--- src/rtl/qa_dsm_status_writer_if.sv ---
// Status-request, TX write-channel and RX write-response signals of the DSM status writer.
// The master side is the writer itself; the slave side is the requesting blocks plus the host link.
interface qa_dsm_status_writer_if #(
  parameter int LINE_IDX_BITS = 6
);
  logic                     st_req_valid;
  logic [LINE_IDX_BITS-1:0] st_req_line;
  logic [63:0]              st_req_data;
  logic                     st_req_ready;
  logic                     tx1_almost_full;
  logic                     tx1_wr_valid;
  logic [57:0]              tx1_wr_addr;
  logic [7:0]               tx1_wr_mdata;
  logic [511:0]             tx1_wr_data;
  logic                     rx1_wr_rsp;

  modport master (
    input  st_req_valid, st_req_line, st_req_data, tx1_almost_full, rx1_wr_rsp,
    output st_req_ready, tx1_wr_valid, tx1_wr_addr, tx1_wr_mdata, tx1_wr_data
  );

  modport slave (
    output st_req_valid, st_req_line, st_req_data, tx1_almost_full, rx1_wr_rsp,
    input  st_req_ready, tx1_wr_valid, tx1_wr_addr, tx1_wr_mdata, tx1_wr_data
  );
endinterface

--- src/rtl/qa_dsm_status_writer.sv ---
// Writes the AFU ID line and queued status updates into the host DSM region,
// tracking writes in flight against the write-response channel.
module qa_dsm_status_writer #(
  parameter logic [127:0] AFU_ID          = 128'h0,
  parameter int           FIFO_DEPTH      = 4,
  parameter int           MAX_OUTSTANDING = 8,
  parameter int           LINE_IDX_BITS   = 6
) (
  input  logic                          clk,
  input  logic                          resetb,
  input  logic [63:0]                   dsm_base,
  input  logic                          dsm_base_valid,
  input  logic                          dsm_base_wr,
  qa_dsm_status_writer_if.master        bus,
  output logic [7:0]                    outstanding,
  output logic                          idle
);

  localparam int                  PTR_BITS  = (FIFO_DEPTH > 1) ? $clog2(FIFO_DEPTH) : 1;
  localparam int                  CNT_BITS  = PTR_BITS + 1;
  localparam logic [CNT_BITS-1:0] DEPTH_CNT = CNT_BITS'(FIFO_DEPTH);
  localparam logic [7:0]          MAX_OUT   = 8'(MAX_OUTSTANDING);

  typedef enum logic [1:0] {WAIT_BASE, WRITE_ID, RUN} state_t;

  state_t                   state, state_nxt;
  logic [LINE_IDX_BITS-1:0] fifo_line [FIFO_DEPTH];
  logic [63:0]              fifo_data [FIFO_DEPTH];
  logic [PTR_BITS-1:0]      wr_ptr, rd_ptr;
  logic [CNT_BITS-1:0]      count;
  logic [57:0]              base_line;
  logic [7:0]               tag;
  logic                     can_issue, push, pop, issue_id, issue, rsp_dec;
  logic                     unused_base_lsbs;

  assign unused_base_lsbs = ^dsm_base[5:0];

  assign can_issue        = !bus.tx1_almost_full && (outstanding < MAX_OUT);
  assign bus.st_req_ready = resetb && (state != WAIT_BASE) && (count < DEPTH_CNT);
  assign push             = bus.st_req_valid && bus.st_req_ready;
  assign issue_id         = (state == WRITE_ID) && can_issue;
  assign pop              = (state == RUN) && can_issue && (count != '0);
  assign issue            = issue_id || pop;
  assign rsp_dec          = bus.rx1_wr_rsp && (outstanding != 8'd0);
  assign idle             = (state == RUN) && (count == '0) && (outstanding == 8'd0);

  always_ff @(posedge clk or negedge resetb) begin
    if (!resetb) state <= WAIT_BASE;
    else         state <= state_nxt;
  end

  // A base rewrite always sends us back to republish the AFU ID at the new base.
  always_comb begin
    state_nxt = state;
    case (state)
      WAIT_BASE: if (dsm_base_valid) state_nxt = WRITE_ID;
      WRITE_ID:  if (dsm_base_wr) state_nxt = WRITE_ID;
                 else if (can_issue) state_nxt = RUN;
      RUN:       if (dsm_base_wr) state_nxt = WRITE_ID;
      default:   state_nxt = WAIT_BASE;
    endcase
  end

  always_ff @(posedge clk) begin
    if (push) begin
      fifo_line[wr_ptr] <= bus.st_req_line;
      fifo_data[wr_ptr] <= bus.st_req_data;
    end
  end

  always_ff @(posedge clk or negedge resetb) begin
    if (!resetb) begin
      wr_ptr <= '0;
      rd_ptr <= '0;
      count  <= '0;
    end else begin
      if (push) wr_ptr <= wr_ptr + 1'b1;
      if (pop)  rd_ptr <= rd_ptr + 1'b1;
      if (push && !pop)      count <= count + 1'b1;
      else if (!push && pop) count <= count - 1'b1;
    end
  end

  // Status lines are addressed from the base latched with the last AFU ID write,
  // so a pop racing a base rewrite still lands at the old base.
  always_ff @(posedge clk or negedge resetb) begin
    if (!resetb) begin
      bus.tx1_wr_valid <= 1'b0;
      bus.tx1_wr_addr  <= '0;
      bus.tx1_wr_data  <= '0;
      bus.tx1_wr_mdata <= '0;
      base_line        <= '0;
      tag              <= '0;
      outstanding      <= '0;
    end else begin
      bus.tx1_wr_valid <= issue;
      if (issue_id) begin
        bus.tx1_wr_addr <= dsm_base[63:6];
        bus.tx1_wr_data <= {384'b0, AFU_ID};
        base_line       <= dsm_base[63:6];
      end else if (pop) begin
        bus.tx1_wr_addr <= base_line + {{(58-LINE_IDX_BITS){1'b0}}, fifo_line[rd_ptr]};
        bus.tx1_wr_data <= {448'b0, fifo_data[rd_ptr]};
      end
      if (issue) begin
        bus.tx1_wr_mdata <= tag;
        tag              <= tag + 8'd1;
      end
      if (issue && !rsp_dec)      outstanding <= outstanding + 8'd1;
      else if (!issue && rsp_dec) outstanding <= outstanding - 8'd1;
    end
  end

endmodule
--- src/flat_wrapper.sv ---
// flat-port wrapper written by rule: the top's interface ports become plain ports
module qa_dsm_status_writer_flat 
#(
  parameter logic [127:0] AFU_ID          = 128'h0,
  parameter int           FIFO_DEPTH      = 4,
  parameter int           MAX_OUTSTANDING = 8,
  parameter int           LINE_IDX_BITS   = 6
)
  (clk, resetb, dsm_base, dsm_base_valid, dsm_base_wr, outstanding, idle, bus_st_req_valid, bus_st_req_line, bus_st_req_data, bus_tx1_almost_full, bus_rx1_wr_rsp, bus_st_req_ready, bus_tx1_wr_valid, bus_tx1_wr_addr, bus_tx1_wr_mdata, bus_tx1_wr_data);
  qa_dsm_status_writer_if #(.LINE_IDX_BITS(LINE_IDX_BITS)) bus_i ();
  input  logic clk;
  input  logic resetb;
  input  logic [63:0] dsm_base;
  input  logic dsm_base_valid;
  input  logic dsm_base_wr;
  output logic [7:0] outstanding;
  output logic idle;
  input wire logic [$bits(bus_i.st_req_valid)-1:0] bus_st_req_valid;
  input wire logic [$bits(bus_i.st_req_line)-1:0] bus_st_req_line;
  input wire logic [$bits(bus_i.st_req_data)-1:0] bus_st_req_data;
  input wire logic [$bits(bus_i.tx1_almost_full)-1:0] bus_tx1_almost_full;
  input wire logic [$bits(bus_i.rx1_wr_rsp)-1:0] bus_rx1_wr_rsp;
  output wire logic [$bits(bus_i.st_req_ready)-1:0] bus_st_req_ready;
  output wire logic [$bits(bus_i.tx1_wr_valid)-1:0] bus_tx1_wr_valid;
  output wire logic [$bits(bus_i.tx1_wr_addr)-1:0] bus_tx1_wr_addr;
  output wire logic [$bits(bus_i.tx1_wr_mdata)-1:0] bus_tx1_wr_mdata;
  output wire logic [$bits(bus_i.tx1_wr_data)-1:0] bus_tx1_wr_data;
  assign bus_i.st_req_valid = bus_st_req_valid;
  assign bus_i.st_req_line = bus_st_req_line;
  assign bus_i.st_req_data = bus_st_req_data;
  assign bus_i.tx1_almost_full = bus_tx1_almost_full;
  assign bus_i.rx1_wr_rsp = bus_rx1_wr_rsp;
  assign bus_st_req_ready = bus_i.st_req_ready;
  assign bus_tx1_wr_valid = bus_i.tx1_wr_valid;
  assign bus_tx1_wr_addr = bus_i.tx1_wr_addr;
  assign bus_tx1_wr_mdata = bus_i.tx1_wr_mdata;
  assign bus_tx1_wr_data = bus_i.tx1_wr_data;
  qa_dsm_status_writer #(.AFU_ID(AFU_ID), .FIFO_DEPTH(FIFO_DEPTH), .MAX_OUTSTANDING(MAX_OUTSTANDING), .LINE_IDX_BITS(LINE_IDX_BITS)) u_core (.clk(clk), .resetb(resetb), .dsm_base(dsm_base), .dsm_base_valid(dsm_base_valid), .dsm_base_wr(dsm_base_wr), .bus(bus_i), .outstanding(outstanding), .idle(idle));
endmodule
--- config.mk ---
export PLATFORM = sky130hd
export DESIGN_NAME = qa_dsm_status_writer_flat
export DESIGN_NICKNAME = d
export VERILOG_FILES = /design/src/rtl/qa_dsm_status_writer_if.sv /design/src/rtl/qa_dsm_status_writer.sv /design/src/flat_wrapper.sv
export SDC_FILE = /design/constraint.sdc
export NUM_CORES = 1
export LEC_CHECK = 0
export BUFFER_PORTS_ARGS = -buffer_cell sky130_fd_sc_hd__buf_2
export CORE_AREA = 2 2 286 288
export CTS_BUF_LIST = sky130_fd_sc_hd__clkbuf_8
export DETAILED_ROUTE_END_ITERATION = 6
export DIE_AREA = 0 0 288 290
export SYNTH_ARGS = -nofsm -noshare
export SYNTH_HDL_FRONTEND = slang
export SYNTH_SLANG_ARGS = --single-unit
export TNS_END_PERCENT = 30
--- constraint.sdc ---
create_clock -name clk -period 4.4 [get_ports clk]
set_input_delay 0.66 -clock clk [delete_from_list [all_inputs] [get_ports clk]]
set_output_delay 0.66 -clock clk [all_outputs]
set_load 0.02 [all_outputs]
# Word level (Yosys, flattened, before mapping)
# Memories as Yosys holds them, arrays and structs flattened.
# Cells that the tools add are included.
dict set report classes {
  addsub 8
  order_cmp 2
  eq_ne 5
  muxes 15
  n_reduce_logical 30
}
# cell count
set op_table {}
lappend op_table {{512-bit two-way mux} 2}
lappend op_table {{58-bit two-way mux} 2}
lappend op_table {{58-bit by 6-bit adder with 58-bit output} 1}
lappend op_table {{8-bit by 1-bit adder with 8-bit output, second input constant} 2}
lappend op_table {{8-bit two-way mux} 2}
lappend op_table {{1-bit logical AND} 14}
lappend op_table {{8-bit zero test} 1}
lappend op_table {{8-bit by 4-bit less-than comparator with 1-bit output, second input constant} 1}
lappend op_table {{2-bit two-way mux} 4}
lappend op_table {{2-bit nonzero test} 4}
lappend op_table {{8-bit nonzero test} 1}
lappend op_table {{8-bit by 1-bit subtractor with 8-bit output, second input constant} 1}
lappend op_table {{3-bit two-way mux} 2}
lappend op_table {{2-bit one-hot mux with 3 select lines} 1}
lappend op_table {{1-bit zero test} 5}
lappend op_table {{2-bit by 1-bit adder with 2-bit output, second input constant} 2}
lappend op_table {{2-bit != test, second input constant} 2}
lappend op_table {{3-bit by 1-bit adder with 3-bit output, second input constant} 1}
lappend op_table {{3-bit zero test} 1}
lappend op_table {{3-bit less-than comparator, second input constant} 1}
lappend op_table {{3-bit by 2-bit != test with 1-bit output, second input constant} 1}
lappend op_table {{3-bit AND reduction} 1}
lappend op_table {{3-bit nonzero test} 1}
lappend op_table {{3-bit by 1-bit subtractor with 3-bit output, second input constant} 1}
lappend op_table {{5 further kinds} 6}
dict set report totals {
  ff_bits 662
  wordCells 73
  out_inout_bits 589
  ram_bits 280
  memories 2
}
# memory depth word_bits rd rd_ports_with_merged_regs write_ports line
set memory_table {}
lappend memory_table {u_core.fifo_data 4 64 1 0 1 qa_dsm_status_writer.sv:28} ;# logic [63:0] fifo_data [FIFO_DEPTH];
lappend memory_table {u_core.fifo_line 4 6 1 0 1 qa_dsm_status_writer.sv:27} ;# logic [LINE_IDX_BITS-1:0] fifo_line [FIFO_DEPTH];

# Longest topological paths before layout
dict set report logic_depth {
  ltp_word 9
  depth_mapped 14
}

# Least setup slack after synthesis
# Ideal clock, no wire load.
dict set report synth_timing {
  path_type {register to register}
  start {register u_core.rd_ptr[0]}
  end {register u_core.bus.tx1_wr_addr[24]}
  setup_time_ps 96
  arrival_ps 3715
  required_ps 4304
  synth_period_minus_slack_ps 3811
  slack_ps 589
  path_stages_with_launch 13
  path_cell_list {dfrtp_1 > clkbuf_1 > buf_1 > mux4_2 > ha_1 > fa_1 > a211oi_1 > o21bai_1 > o21ai_2 > clkbuf_1 > o21a_1 > nor3_1 > o31ai_1}
}
dict set report synth_via {
  elab_chain_len 4
}
# element line
set synth_rtl {}
lappend synth_rtl {{start: declaration} qa_dsm_status_writer.sv:29} ;# logic [PTR_BITS-1:0] wr_ptr, rd_ptr;
lappend synth_rtl {{start signal: assignment} qa_dsm_status_writer.sv:78} ;# if (pop) rd_ptr <= rd_ptr + 1'b1;
lappend synth_rtl {{memory read 4 x 6 bit} --}
lappend synth_rtl {{58-bit by 6-bit adder with 58-bit output} qa_dsm_status_writer.sv:102} ;# bus.tx1_wr_addr <= base_line + {{(58-LINE_IDX_BITS){1'b0}}, fifo_line[rd_ptr]};
lappend synth_rtl {{58-bit two-way mux} qa_dsm_status_writer.sv:101} ;# end else if (pop) begin
lappend synth_rtl {{58-bit two-way mux} qa_dsm_status_writer.sv:97} ;# if (issue_id) begin
lappend synth_rtl {{end signal: assignment} qa_dsm_status_writer.sv:98} ;# bus.tx1_wr_addr <= dsm_base[63:6];
lappend synth_rtl {{end signal: assignment} qa_dsm_status_writer.sv:102}
lappend synth_rtl {{end: declaration} qa_dsm_status_writer_if.sv:19} ;# output st_req_ready, tx1_wr_valid, tx1_wr_addr, tx1_wr_mdata, tx1_wr_data
# Every way passes these cells. The select of a mux whose other input is x is not followed.
# A chain may end at the register's enable or synchronous reset.

# Worst setup path after layout
dict set report layout_timing {
  start {register u_core.outstanding[5]}
  end {register u_core.outstanding[7]}
}
dict set report layout_via {
  elab_chain_len 8
}
# element line
set layout_rtl {}
lappend layout_rtl {{start: declaration} qa_dsm_status_writer.sv:15} ;# output logic [7:0] outstanding,
lappend layout_rtl {{start signal: assignment} qa_dsm_status_writer.sv:109} ;# if (issue && !rsp_dec) outstanding <= outstanding + 8'd1;
lappend layout_rtl {{start signal: assignment} qa_dsm_status_writer.sv:110} ;# else if (!issue && rsp_dec) outstanding <= outstanding - 8'd1;
lappend layout_rtl {{8-bit by 4-bit less-than comparator with 1-bit output} qa_dsm_status_writer.sv:38} ;# assign can_issue = !bus.tx1_almost_full && (outstanding < MAX_OUT);
lappend layout_rtl {{1-bit logical AND} qa_dsm_status_writer.sv:38}
lappend layout_rtl {{1-bit logical AND (2 in series)} qa_dsm_status_writer.sv:42} ;# assign pop = (state == RUN) && can_issue && (count != '0);
lappend layout_rtl {{1-bit logical OR} qa_dsm_status_writer.sv:43} ;# assign issue = issue_id || pop;
lappend layout_rtl {{1-bit zero test} qa_dsm_status_writer.sv:110}
lappend layout_rtl {{1-bit logical AND} qa_dsm_status_writer.sv:110}
lappend layout_rtl {{2-bit nonzero test (no line)} --}
# Several ways; a longest one is shown, not always the timed one. The select of a mux whose other input is x is not followed.

==> summary.md <==
| Metric | Value |
|---|---|
| Final Max Tran Viols | 0 |
| Complex-gate fraction of the synthesized area | 0.0438 |
| Clock transition at the registers of the reported paths | 0.07 ns |
| Post-CTS setup-driven buffer insertion count | 0 |
| Maximum clock insertion buffer count | 3 |
| Detailed Route WL | 58400 um |
| WP data arrival | 4.19 ns |
| Drc violations | 0 |
| Post-synthesis mux area share | 0.0697 |
| Initial DRC Count | 944 |
| Critical path required time | 4.95 ns |
| Worst Path Max Fanout | 9 |
| Rel. slew slack | 0.323 |
| Reg2Reg Setup Slack | 0.76 ns |
| Startpoint types | register |
| Share of power burned in the clock network | 0.312 |
| Core area | 80200 um^2 |
| Drt first pass iters | 5 |
| Clk_lat worst skew | 0.71 ns |
| Hold worst-path end | u_core.fifo_data[2][37]$_DFFE_PP_ |
| I/O pins | 730 |
| Slowest Stage Delay on Critical Path | 0.55 ns |
| Dpl hpwl | 38400 um |
| Adder-Cell Fraction of Synth Area | 0.0127 |
| Die X | 288 um |
| Hold Fails Final Rpt | 0 |
| Main synth FF type | edfxtp_1 |
| Seq cells post-synth | 494 |
| Layout cells sized above 1 | 0.223 |
| Die H | 290 um |
| Leakage | 0.0116 uW |
| Post-synthesis cell count | 1921 |
| Vias in the first global route | 13500 |
| # rows | 104 |
| Worst-Margin Slew | 1.02 ns |
| All-Layer GR Usage | 0.134 |
| Antenna violations before repair | 16 |
| Most frequent cell after synthesis | buf_4 |
| Final Non-Filler Cells | 3368 |
| Syn Area/Cell | 12.2 um^2 |
| Largest family of logic cells by synthesized area | buffers and inverters |
| Synth cell count leaders | 449 x buf_4, 354 x nand2_1, 280 x edfxtp_1 |
| Vias per cell | 4.16 |
| Max VDD drop | 0.000285 V |
| Clock root buffer | clkbuf_8 |
| XOR/XNOR Fraction of Synth Area | 0.0246 |
| Max Clock Skew | 0.0555 ns |
| Combinational share of power | 0.235 |
| Starting density of the core | 0.293 |
| Seq/Total Area, Yosys | 0.585 |
| Post-Synthesis Cell Area | 23500 um^2 |
| Reg2reg end | u_core.outstanding[7]$_DFFE_PN0P_ |
| Fin Setup TNS | 0 ns |
| Status | complete, no violations |
| Die area | 83500 um^2 |
| Max H-tree Level | 3 |
| Max stage delay cell, worst path | a2111oi_0 |
| Post-synth ARST share | 0.433 |
| Per-cell routed wire length | 17.3 um |
| Area grow syn2layout | 12.2% |
| Switching power | 4770 uW |
| Critical path class | register to register |
| Net switching fraction of the power | 0.340 |
| Largest net degree at the start of global routing | 140 |
| Kind of end point of the critical path | register |
| RD Place Congestion | 0.837 |
| Synth unique cells | 64 |
| Sequential share of power | 0.453 |
| Max-Cap Viols | 0 |
| Crit-path cells | nor3_1 > nand2_1 > or4_1 > nand2_1 > ha_1 > inv_1 > ha_1 > a211oi_1 > o21bai_1 > a2111oi_0 > o31a_1 > o21bai_1 > xnor2_1 |
| Period utilisation layout | 0.828 |
| Post_cts resized | 0 |
| Synth area leaders | edfxtp_1 36%, dfrtp_1 23%, buf_4 14% |
| Final ANT Viol Nets | 0 |
| Shortest period the worst path allows | 3.64 ns |
| Routed via count | 14000 |
| Reg2reg path depth | 13 |
| Global-route wire length before repair | 85300 um |
| Post-synth EDFFs | 280 |
| PD cells | 532 nW/um^2 |
| RSZ-0062 raised after global routing | no |
| Placed Instances | 3209 |
| Num CTS Buffers | 86 |
| Number of port buffers | 275 |
| Synth Area in Simple Gates | 0.105 |
| Yosys warns | 0 |
| Top cell type's share of synthesized area | 0.358 |
| Power Total | 14000 uW |
| Worst Hold Class | input pin to register |
| Hold path depth | 1 |
| Sink Count | 494 |
| Nets | 2401 |
| Cell taking the most area after synthesis | edfxtp_1 |
| Hold_sp | bus_st_req_data[37] |
| Int Pwr | 9270 uW |
| Setup violations, final | 0 |
| Remaining global-route overflow | 0 |
| Worst R2R Start | u_core.outstanding[5]$_DFFE_PN0P_ |
| FMAX | 274 MHz |
| Clock tree from TritonCTS | built |
## area by class of cell
cell class	count	area [um^2]
Timing Repair Buffer	306	1680
Tap cell	1060	1330
Multi-Input combinational cell	1335	7740
Sequential cell	494	13800
Clock buffer	99	1360
Clock inverter	57	439
Antenna cell	2	5.00
Fill cell	8076	53800
Inverter	15	58.8
## routing by layer
| layer | wire, um | GRT usage |
|---|---|---|
| met1 | 24000 | 0.171 |
| met2 | 27600 | 0.212 |
| met3 | 5460 | 0.0525 |
| met4 | 1190 | 0.0384 |
| met5 | 161 | 0 |
## layout by cell type, fill, tap and decap left out, types with 6 or more instances in the layout
cell type	n
clkinv_2	9
nor3_1	24
ha_1	19
nand3_1	91
xor2_1	21
a21o_1	6
o21a_1	6
a22oi_1	27
buf_4	25
inv_1	43
nand4_1	17
conb_1	448
nand2_1	353
nor4_1	11
xnor2_1	45
mux4_2	70
edfxtp_1	280
o31ai_1	6
buf_2	274
nor2_1	26
clkinv_1	7
dfrtp_1	212
a21oi_1	18
and4_1	6
o211ai_1	10
clkbuf_8	99
o21ai_0	56
## power groups by stage
stage               clock network (uW)  logic [uW]  registers, uW
floorplan                            0        2160           6720
global placement                     0        3310           6420
detailed placement                   0        3340           6440
CTS                               4560        3350           6360
global route                      4750        3680           6470
finish                            4390        3300           6360
## metrics by stage
step / hold WS, ns / setup slack (ns) / instance area [um^2] / utilization
after detailed placement: 0.462 / 0.772 / 24600 / 0.307
after global routing: 0.0903 / 0.424 / 26400 / 0.329
after CTS: 0.0663 / 0.715 / 26400 / 0.329
after global placement: 0.457 / 0.815 / 24600 / 0.307
after floorplan: 0.364 / 0.589 / 25200 / -
final: 0.164 / 0.756 / 26400 / 0.329
## timing repair
action	4_1_cts	5_1_grt
setup endpoints to repair	0	0
hold endpoints to repair	29	0
hold buffers	1	0
## worst max-delay path by stage
stage,slack (ns),from,to
2_1_floorplan,0.59,u_core.rd_ptr[0]$_DFFE_PN0P_,u_core.bus.tx1_wr_addr[24]$_DFFE_PN0P_
3_3_place_gp,0.82,u_core.outstanding[5]$_DFFE_PN0P_,u_core.outstanding[7]$_DFFE_PN0P_
3_5_place_dp,0.77,u_core.outstanding[5]$_DFFE_PN0P_,u_core.outstanding[7]$_DFFE_PN0P_
4_1_cts,0.72,u_core.outstanding[5]$_DFFE_PN0P_,u_core.outstanding[7]$_DFFE_PN0P_
5_1_grt,0.42,u_core.outstanding[5]$_DFFE_PN0P_,u_core.outstanding[7]$_DFFE_PN0P_
6_report,0.76,u_core.outstanding[5]$_DFFE_PN0P_,u_core.outstanding[7]$_DFFE_PN0P_
## sequential cells by signal, summed over array words and instances (netlist names)
register                 cells
u_core.bus.tx1_wr_addr      58
u_core.fifo_line            24
u_core.count                 3
u_core.state                 2
u_core.base_line            58
u_core.tag                   8
u_core.fifo_data           256
u_core.bus.tx1_wr_data      64
u_core.wr_ptr                2
u_core.rd_ptr                2
u_core.bus.tx1_wr_valid      1
u_core.outstanding           8
u_core.bus.tx1_wr_mdata      8
## worst max-delay path: cells and delay by family (launching register included)
kind	cells	cell delay, ns
simple gates	4	1.12
xor+xnor	1	0.13
fa+ha+maj	2	0.47
compound gates	5	1.22
flops	1	0.42
buf+inv	1	0.15
## cells by family (layout without fill, tap and decap cells)
kind of cell | Yosys count | in the layout
other | 1 | 450
xor gates and xnor gates | 66 | 66
muxes | 76 | 76
adders and majority gates | 22 | 22
AOI/OAI and AO/OA | 160 | 160
and+or+nand+nor | 563 | 563
DFF | 494 | 494
buffers and inverters | 539 | 477
Note: power is estimated with default switching activity, not from simulation.
